File: src/rtl/logic_gate_pipe_pkg.sv
// Shared definitions for the registered logic-gate lane: operation codes.
package logic_gate_pipe_pkg;

  localparam int unsigned OP_W = 3;

  typedef enum logic [OP_W-1:0] {
    OP_AND  = 3'd0,
    OP_OR   = 3'd1,
    OP_XOR  = 3'd2,
    OP_NAND = 3'd3,
    OP_NOR  = 3'd4,
    OP_XNOR = 3'd5,
    OP_NOT  = 3'd6,
    OP_PASS = 3'd7
  } op_e;

endpackage

File: src/rtl/logic_gate_pipe_alu.sv
// Combinational op decode: bitwise result plus the op-dependent reduction bit.
module logic_gate_pipe_alu
  import logic_gate_pipe_pkg::*;
#(
  parameter int unsigned WIDTH = 8
) (
  input  logic [WIDTH-1:0] a_i,
  input  logic [WIDTH-1:0] b_i,
  input  op_e              op_i,
  output logic [WIDTH-1:0] y_o,
  output logic             red_o
);

  always_comb begin
    y_o   = '0;
    red_o = 1'b0;
    unique case (op_i)
      OP_AND:  y_o = a_i & b_i;
      OP_OR:   y_o = a_i | b_i;
      OP_XOR:  y_o = a_i ^ b_i;
      OP_NAND: y_o = ~(a_i & b_i);
      OP_NOR:  y_o = ~(a_i | b_i);
      OP_XNOR: y_o = ~(a_i ^ b_i);
      OP_NOT:  y_o = ~a_i;
      OP_PASS: y_o = a_i;
    endcase
    // Reduction follows the family of the op: AND-like, XOR-like, else OR.
    unique case (op_i)
      OP_AND, OP_NAND: red_o = &y_o;
      OP_XOR, OP_XNOR: red_o = ^y_o;
      OP_OR, OP_NOR, OP_NOT, OP_PASS: red_o = |y_o;
    endcase
  end

endmodule

File: src/rtl/logic_gate_pipe.sv
// Registered logic lane: one-stage valid/ready register around the op decode,
// with zero flag, reduction bit and a wrapping output-handshake counter.
module logic_gate_pipe
  import logic_gate_pipe_pkg::*;
#(
  parameter int unsigned WIDTH = 8,
  parameter int unsigned CNT_W = 16
) (
  input  logic             clk,
  input  logic             rst_n,
  input  logic             in_valid,
  output logic             in_ready,
  input  logic [WIDTH-1:0] a,
  input  logic [WIDTH-1:0] b,
  input  logic [OP_W-1:0]  op,
  output logic             out_valid,
  input  logic             out_ready,
  output logic [WIDTH-1:0] y,
  output logic             zero,
  output logic             red,
  output logic [CNT_W-1:0] txn_count
);

  logic [WIDTH-1:0] y_c;
  logic             red_c;
  logic             in_fire, out_fire;

  logic             valid_q, valid_d;
  logic [WIDTH-1:0] y_q, y_d;
  logic             zero_q, zero_d;
  logic             red_q, red_d;
  logic [CNT_W-1:0] cnt_q, cnt_d;

  logic_gate_pipe_alu #(
    .WIDTH(WIDTH)
  ) u_alu (
    .a_i  (a),
    .b_i  (b),
    .op_i (op_e'(op)),
    .y_o  (y_c),
    .red_o(red_c)
  );

  assign in_ready = !valid_q || out_ready;
  assign in_fire  = in_valid && in_ready;
  assign out_fire = valid_q && out_ready;

  always_comb begin
    valid_d = valid_q;
    y_d     = y_q;
    zero_d  = zero_q;
    red_d   = red_q;
    cnt_d   = cnt_q;
    // A load wins over a drain, so a simultaneous fire keeps valid high.
    if (in_fire) begin
      valid_d = 1'b1;
      y_d     = y_c;
      zero_d  = (y_c == '0);
      red_d   = red_c;
    end else if (out_fire) begin
      valid_d = 1'b0;
    end
    if (out_fire) begin
      cnt_d = cnt_q + CNT_W'(1);
    end
  end

  always_ff @(posedge clk or negedge rst_n) begin
    if (!rst_n) begin
      valid_q <= 1'b0;
      y_q     <= '0;
      zero_q  <= 1'b0;
      red_q   <= 1'b0;
      cnt_q   <= '0;
    end else begin
      valid_q <= valid_d;
      y_q     <= y_d;
      zero_q  <= zero_d;
      red_q   <= red_d;
      cnt_q   <= cnt_d;
    end
  end

  assign out_valid = valid_q;
  assign y         = y_q;
  assign zero      = zero_q;
  assign red       = red_q;
  assign txn_count = cnt_q;

endmodule

File: config.mk
export PLATFORM = sky130hd
export DESIGN_NAME = logic_gate_pipe
export DESIGN_NICKNAME = d
export VERILOG_FILES = /design/src/rtl/logic_gate_pipe_pkg.sv /design/src/rtl/logic_gate_pipe_alu.sv /design/src/rtl/logic_gate_pipe.sv
export SDC_FILE = /design/constraint.sdc
export NUM_CORES = 1
export LEC_CHECK = 0
export BUFFER_PORTS_ARGS = -buffer_cell sky130_fd_sc_hd__buf_2
export CORE_MARGIN = 2
export CORE_UTILIZATION = 45
export CTS_CLUSTER_DIAMETER = 30
export CTS_CLUSTER_SIZE = 25
export DETAILED_ROUTE_END_ITERATION = 10
export PLACE_DENSITY = 0.67
export SYNTH_ARGS = -nofsm -noshare
export SYNTH_HDL_FRONTEND = slang
export SYNTH_SLANG_ARGS = --single-unit
File: constraint.sdc
create_clock -name clk -period 1.7 [get_ports clk]
set_input_delay 0.17 -clock clk [delete_from_list [all_inputs] [get_ports clk]]
set_output_delay 0.17 -clock clk [all_outputs]
set_load 0.05 [all_outputs]
==> results.sh, run 1 <==
export IMPL_final_hold_worst_slack_ps=110.0
export IMPL_grt_ovfl_total=0
export IMPL_crit_path_end_kind="flip-flop"
export IMPL_path_delay_family="simple AND/OR/NAND/NOR gates"
export IMPL_tritoncts="done"
export IMPL_postSynth_asyncResetShare_pct=100.0
export IMPL_synth_edff_count=0
export IMPL_drtPass1Iterations=4
export IMPL_std_cell_rows=25
export IMPL_synth_area_leader_cell="sky130_fd_sc_hd__dfrtp_1"
export IMPL_worstPathArrival_ps=2100
export IMPL_cts_root_buffer="sky130_fd_sc_hd__clkbuf_8"
export IMPL_route_antenna_remaining_nets=0
export IMPL_area_delta_synth_final_pct=49.81
export IMPL_die_area_um2=5631
export IMPL_cts_max_level=1
export IMPL_largest_net_degree_at_the_start_of_global_routing=28
export IMPL_fp_dieH_um=75.04
export IMPL_drcViolationCount=0
export IMPL_diode_count=0
export IMPL_core_footprint_um2=4786
export IMPL_ys_warnings_count=0
export IMPL_layout_worst_path_cycle_share_pct=111.5
export IMPL_worstHoldEndpoint="out_valid"
export IMPL_min_path_type="input pin to flip-flop"
export IMPL_total_power_of_the_final_layout_mw=2.669
export IMPL_run_status="finished, violations left"
export IMPL_crit_path_max_delay_cell_type="sky130_fd_sc_hd__or4bb_1"
export IMPL_mappedNetlistNets=291
export IMPL_max_slew_margin_pct=61.12
export IMPL_groute_usage_overall_pct=18.36
export IMPL_timing_critical_path_fanout_max=2
export IMPL_clkSinkCount=27
export IMPL_worstSetupStartpoint="a[1]"
export IMPL_detailedPlacementHpwl_mm=3.974
export IMPL_avgRoutedWirePerCell_um=12.79
export IMPL_synth_area_um2=2271
export IMPL_initial_core_util_pct=47.45
export IMPL_fin_nets=392
export IMPL_routed_wirelength_mm=5.242
export IMPL_r2r_start="out_valid"
export IMPL_worstRegToRegCells=4
export IMPL_final_setup_worst_slack_ps=-196.2
export IMPL_timing_rr_end="y[5]"
export IMPL_tns_ps=-196.2
export IMPL_vias=2083
export IMPL_netlist_instances=243
export IMPL_slowest_delay_ps=420
export IMPL_grt_first_pass_wirelength_mm=8.245
export IMPL_cellLeakagePower_nw=1.600
export IMPL_mostFrequentLayoutCell="sky130_fd_sc_hd__buf_4"
export IMPL_failing_checks="setup timing"
export IMPL_clkSlewWorstSetupHoldPaths_ps=90
export IMPL_boundaryPins=51
export IMPL_antenna_found_initial=0
export IMPL_cell_chain_critical_path="buf_4, inv_8, ha_4, nand4bb_1, or4bb_1, o41ai_2, or2_1, ha_4, xnor2_2, xnor2_1, o21ai_1, a31oi_1"
export IMPL_timing_hold_worst_path_depth=2
export IMPL_max_cap_violations=0
export IMPL_detailed_place_area_um2=3109
export IMPL_design_area_um2=3402
export IMPL_critical_path_top_cell_by_count="sky130_fd_sc_hd__ha_4"
export IMPL_synth_seq_area_share_pct=29.75
export IMPL_grt_setup_unrepaired="yes"
export IMPL_synth_area_per_cell_um2=9.345
export IMPL_worst_skew_pair_late_latency_ps=270
export IMPL_rrSetupSlack_ps=220
export IMPL_drv_slew=0
export IMPL_critPathKind="input pin to flip-flop"
export IMPL_port_buffer_count=50
export IMPL_fin_cells=410
export IMPL_final_setup_viols=1
export IMPL_clock_tree_buffer_depth=2
export IMPL_critical_path_required_ps=1900
export IMPL_ys_seq_elements=27
export IMPL_timing_hold_violations_final=0
export IMPL_viasPerCell=5.080
export IMPL_pre_cts_slack_ps=-541.2
export IMPL_max_freq_mhz=527.4
export IMPL_worst_ir_drop_vdd_uv=622.4
export IMPL_leading_cell_types_in_the_layout_fill_and_taps_excluded="sky130_fd_sc_hd__buf_4 (58), sky130_fd_sc_hd__buf_2 (41), sky130_fd_sc_hd__xnor2_1 (18), sky130_fd_sc_hd__dfrtp_1 (18)"
export IMPL_max_slew_worst_pin_slew_ps=583.2
export IMPL_hold_start="in_valid"
export IMPL_startpoint_type="input pin"
export IMPL_synth_flop_cell="sky130_fd_sc_hd__dfrtp_1"
export IMPL_vias_in_the_first_global_route=1968
export IMPL_finalCriticalPeriod_ps=1896
export IMPL_synth_area_top_cells="sky130_fd_sc_hd__dfrtp_1 (30%), sky130_fd_sc_hd__ha_1 (14%), sky130_fd_sc_hd__xnor2_1 (7.3%), sky130_fd_sc_hd__inv_1 (3.8%), sky130_fd_sc_hd__xor2_1 (3.1%)"
export IMPL_die_width_um=75.04
export IMPL_gp_congestion=0.7652
export IMPL_cts_made_buffers=3
export IMPL_clock_skew_ps=1.618
export IMPL_ys_types=42
export IMPL_post_route_cells_drive_above_1_share_pct=49.56
export IMPL_utilization_pct=71.09
export IMPL_buf_inv_stages_crit_path=2
export IMPL_power_per_cell_area_nw_per_um2=784.6
export IMPL_netlist_area_leader_share_pct=29.75
export IMPL_drt_first_iter_violations=97
export IMPL_placed_cells_incl_taps=403
cell families after synthesis:
kind of cell	Yosys count	share of synthesized area, %
multiplexers	11	6.777
buffers and inverters	35	7.824
adder cells (fa/ha/maj)	25	13.77
XOR/XNOR	27	10.41
flip-flops	27	29.75
AND/OR/NAND/NOR	77	18.95
AO/OA/AOI/OAI	41	12.51
worst reg2reg max path: cells and delay by family, from the launching register on:
| kind | cells | cell delay, ps |
|---|---|---|
| DFF | 1 | 440 |
| and+or+nand+nor | 3 | 790 |
| AOI/OAI and AO/OA | 1 | 110 |
report_power, final:
group	switching [mW]	internal, mW
Clock	0.195	0.164
Sequential	0.113	0.769
Combinational	0.864	0.564
Total	1.17	1.50
final cells by class:
class / count / area, µm²
clock buffers: 3 / 41.29
clock inverters: 1 / 5.005
fillers: 387 / 1384
inverters: 23 / 108.9
multi-input cells: 181 / 1703
flip-flops and latches: 27 / 686.9
well taps: 67 / 83.83
repair buffers: 108 / 773.2
repair_timing:
action,in CTS,in global routing
gates resized for setup,18,20
hold buffers,1,0
hold endpoints to repair,27,0
buffers inserted,0,0
endpoints found under the setup margin,1,1
gates cloned,0,2
pin swaps,8,12
registers in the layout, indices dropped and copies added, names as in the netlist:
| name | count |
|---|---|
| txn_count | 16 |
| red | 1 |
| zero | 1 |
| out_valid | 1 |
| y | 8 |
routing by layer:
| metal | GRT usage, % | up-vias | routed length (µm) |
|---|---|---|---|
| li1 | - | 1046 | - |
| met1 | 23.49 | 988 | 2328 |
| met2 | 33.33 | 42 | 2647 |
| met3 | 1.473 | 7 | 202 |
| met4 | 4.563 | 0 | 63 |
| met5 | 0 | - | 0 |
Yosys cell counts, types with 2 or more instances:
| cell type | instances |
|---|---|
| sky130_fd_sc_hd__inv_1 | 23 |
| sky130_fd_sc_hd__nand3_1 | 3 |
| sky130_fd_sc_hd__buf_2 | 4 |
| sky130_fd_sc_hd__xor2_1 | 8 |
| sky130_fd_sc_hd__o2bb2ai_1 | 2 |
| sky130_fd_sc_hd__a21o_1 | 2 |
| sky130_fd_sc_hd__nor4_1 | 4 |
| sky130_fd_sc_hd__nand3b_1 | 2 |
| sky130_fd_sc_hd__mux4_2 | 3 |
| sky130_fd_sc_hd__clkbuf_1 | 2 |
| sky130_fd_sc_hd__a211oi_1 | 4 |
| sky130_fd_sc_hd__ha_1 | 25 |
| sky130_fd_sc_hd__buf_8 | 2 |
| sky130_fd_sc_hd__or2_1 | 3 |
| sky130_fd_sc_hd__nand4bb_1 | 3 |
| sky130_fd_sc_hd__and2_1 | 2 |
| sky130_fd_sc_hd__nor2_1 | 18 |
| sky130_fd_sc_hd__nand2b_1 | 6 |
| sky130_fd_sc_hd__nand4_1 | 6 |
| sky130_fd_sc_hd__dfrtp_1 | 27 |
| sky130_fd_sc_hd__or4bb_1 | 3 |
| sky130_fd_sc_hd__o21a_1 | 3 |
| sky130_fd_sc_hd__nand2_1 | 16 |
| sky130_fd_sc_hd__mux2_2 | 4 |
| sky130_fd_sc_hd__o41ai_1 | 3 |
| sky130_fd_sc_hd__nor3_1 | 4 |
| sky130_fd_sc_hd__nor4b_1 | 3 |
| sky130_fd_sc_hd__nor2b_1 | 2 |
| sky130_fd_sc_hd__o21ai_0 | 5 |
| sky130_fd_sc_hd__o32ai_1 | 2 |
| sky130_fd_sc_hd__a21oi_1 | 12 |
| sky130_fd_sc_hd__xnor2_1 | 19 |
| sky130_fd_sc_hd__mux2i_1 | 3 |
| sky130_fd_sc_hd__a2111oi_1 | 2 |
| sky130_fd_sc_hd__o31ai_1 | 3 |
| sky130_fd_sc_hd__a31oi_1 | 2 |
| sky130_fd_sc_hd__buf_4 | 3 |
worst max-delay path by stage:
stage	end	slack [ps]	depth (start not counted)
2_1_floorplan	red	-260	11
4_1_cts	red	-200	12
5_1_grt	red	-340	12
6_report	red	-200	12
3_5_place_dp	red	-540	12
3_3_place_gp	red	-480	11
(Power assumes the default switching activity.)
==> run 2: changes to the inputs <==
Settings changed: CORE_UTILIZATION 45 to 30, PLACE_DENSITY 0.67 to 0.48, SETUP_SLACK_MARGIN set to 0.3.
==> results.sh, run 2 (same netlist as run 1, synthesis figures left out) <==
export IMPL_run_status="finished, violations left"
export IMPL_failing_checks="setup timing"
export IMPL_r2r_start="txn_count[5]"
export IMPL_antenna_found_initial=0
export IMPL_drcViolationCount=0
export IMPL_drt_first_iter_violations=48
export IMPL_vias=2081
export IMPL_power_per_cell_area_nw_per_um2=759.4
export IMPL_fp_dieH_um=91.01
export IMPL_cell_chain_critical_path="buf_8, clkbuf_16, nand2b_2, o21a_1, a2111oi_4, or2_1, ha_2, xor2_1, xnor2_1, o21ai_1, a31oi_1"
export IMPL_tritoncts="done"
export IMPL_crit_path_end_kind="flip-flop"
export IMPL_detailedPlacementHpwl_mm=4.219
export IMPL_worst_skew_pair_late_latency_ps=260
export IMPL_min_path_type="input pin to flip-flop"
export IMPL_max_freq_mhz=519.5
export IMPL_largest_reg_flops=16
export IMPL_fin_nets=401
export IMPL_crit_path_max_delay_cell_type="sky130_fd_sc_hd__a2111oi_4"
export IMPL_die_width_um=91.01
export IMPL_core_footprint_um2=7292
export IMPL_max_slew_margin_pct=60.07
export IMPL_startpoint_type="input pin"
export IMPL_clkSlewWorstSetupHoldPaths_ps=90
export IMPL_leading_cell_types_in_the_layout_fill_and_taps_excluded="sky130_fd_sc_hd__buf_4 (62), sky130_fd_sc_hd__buf_2 (41), sky130_fd_sc_hd__xnor2_1 (16), sky130_fd_sc_hd__ha_1 (16), sky130_fd_sc_hd__dfrtp_1 (16)"
export IMPL_critPathKind="input pin to flip-flop"
export IMPL_worstSetupStartpoint="op[0]"
export IMPL_clock_tree_buffer_depth=2
export IMPL_largest_net_degree_at_the_start_of_global_routing=28
export IMPL_grt_ovfl_total=0
export IMPL_worstPathArrival_ps=2120
export IMPL_worstRegToRegCells=5
export IMPL_detailed_place_area_um2=3266
export IMPL_clkSinkCount=27
export IMPL_final_setup_viols=1
export IMPL_route_antenna_remaining_nets=0
export IMPL_die_area_um2=8282
export IMPL_max_slew_worst_pin_slew_ps=598.9
export IMPL_pre_cts_slack_ps=-533.9
export IMPL_avgRoutedWirePerCell_um=12.31
export IMPL_cellLeakagePower_nw=1.706
export IMPL_grt_setup_unrepaired="yes"
export IMPL_port_buffer_count=50
export IMPL_placed_cells_incl_taps=435
export IMPL_gp_congestion=0.7799
export IMPL_mostFrequentLayoutCell="sky130_fd_sc_hd__buf_4"
export IMPL_total_power_of_the_final_layout_mw=2.762
export IMPL_clock_skew_ps=2.366
export IMPL_timing_hold_violations_final=0
export IMPL_timing_rr_end="txn_count[12]"
export IMPL_cts_max_level=1
export IMPL_tns_ps=-225.0
export IMPL_std_cell_rows=31
export IMPL_utilization_pct=49.88
export IMPL_groute_usage_overall_pct=13.29
export IMPL_timing_critical_path_fanout_max=13
export IMPL_cts_root_buffer="sky130_fd_sc_hd__clkbuf_8"
export IMPL_viasPerCell=4.614
export IMPL_layout_worst_path_cycle_share_pct=113.2
export IMPL_grt_first_pass_wirelength_mm=9.287
export IMPL_cts_made_buffers=3
export IMPL_boundaryPins=51
export IMPL_initial_core_util_pct=31.14
export IMPL_rrSetupSlack_ps=320
export IMPL_final_setup_worst_slack_ps=-225.0
export IMPL_post_route_cells_drive_above_1_share_pct=55.40
export IMPL_drtPass1Iterations=4
export IMPL_drv_slew=0
export IMPL_routed_wirelength_mm=5.551
export IMPL_critical_path_required_ps=1890
export IMPL_vias_in_the_first_global_route=2076
export IMPL_fin_cells=451
export IMPL_slowest_delay_ps=350
export IMPL_diode_count=0
export IMPL_worst_ir_drop_vdd_uv=412.9
export IMPL_design_area_um2=3637
export IMPL_final_hold_worst_slack_ps=148.0
export IMPL_max_cap_violations=0
export IMPL_worst_setup_ep="red"
export IMPL_finalCriticalPeriod_ps=1925
export IMPL_area_delta_synth_final_pct=60.17
==> run 2: worst min path at each step <==
stage             start           end  depth (start not counted)
2_1_floorplan     rst_n     out_valid                          0
3_3_place_gp      rst_n  txn_count[5]                          1
3_5_place_dp      rst_n  txn_count[5]                          1
4_1_cts        in_valid     out_valid                          2
5_1_grt        in_valid     out_valid                          2
6_report       in_valid     out_valid                          2
==> run 2: cell type report <==
| type | count | area, µm² |
|---|---|---|
| Clock buffer | 4 | 45.04 |
| Sequential cell | 27 | 689.4 |
| Timing Repair Buffer | 117 | 869.6 |
| Multi-Input combinational cell | 181 | 1798 |
| Fill cell | 720 | 3655 |
| Tap cell | 99 | 123.9 |
| Inverter | 23 | 111.4 |
==> run 2: power breakdown <==
part           switching, mW  total, mW  internal, mW
registers              0.117      0.886         0.769
clock network          0.186      0.353         0.167
logic                  0.898       1.52         0.625
==> run 2: what timing repair did <==
item | 4_1_cts | 5_1_grt
endpoints found under the hold margin | 27 | 0
endpoints found under the setup margin | 9 | 15
pin swaps | 13 | 11
hold buffers | 1 | 0
gates cloned | 0 | 1
setup buffers | 7 | 3
resized for setup | 29 | 22
==> run 2: worst max-delay path, delay by kind of cell <==
| kind | cells | cell delay, ps |
|---|---|---|
| AOI/OAI and AO/OA | 4 | 760 |
| xor gates and xnor gates | 2 | 280 |
| adders and majority gates | 1 | 260 |
| buffers and inverters | 2 | 270 |
| and+or+nand+nor | 2 | 380 |
==> run 2: metal layers <==
layer	vias up	wire length (µm)	track usage (%)
li1	1062	-	-
met1	982	2559	16.91
met2	35	2794	24.20
met3	2	155	1.245
met4	0	42	3.030
met5	-	0	0
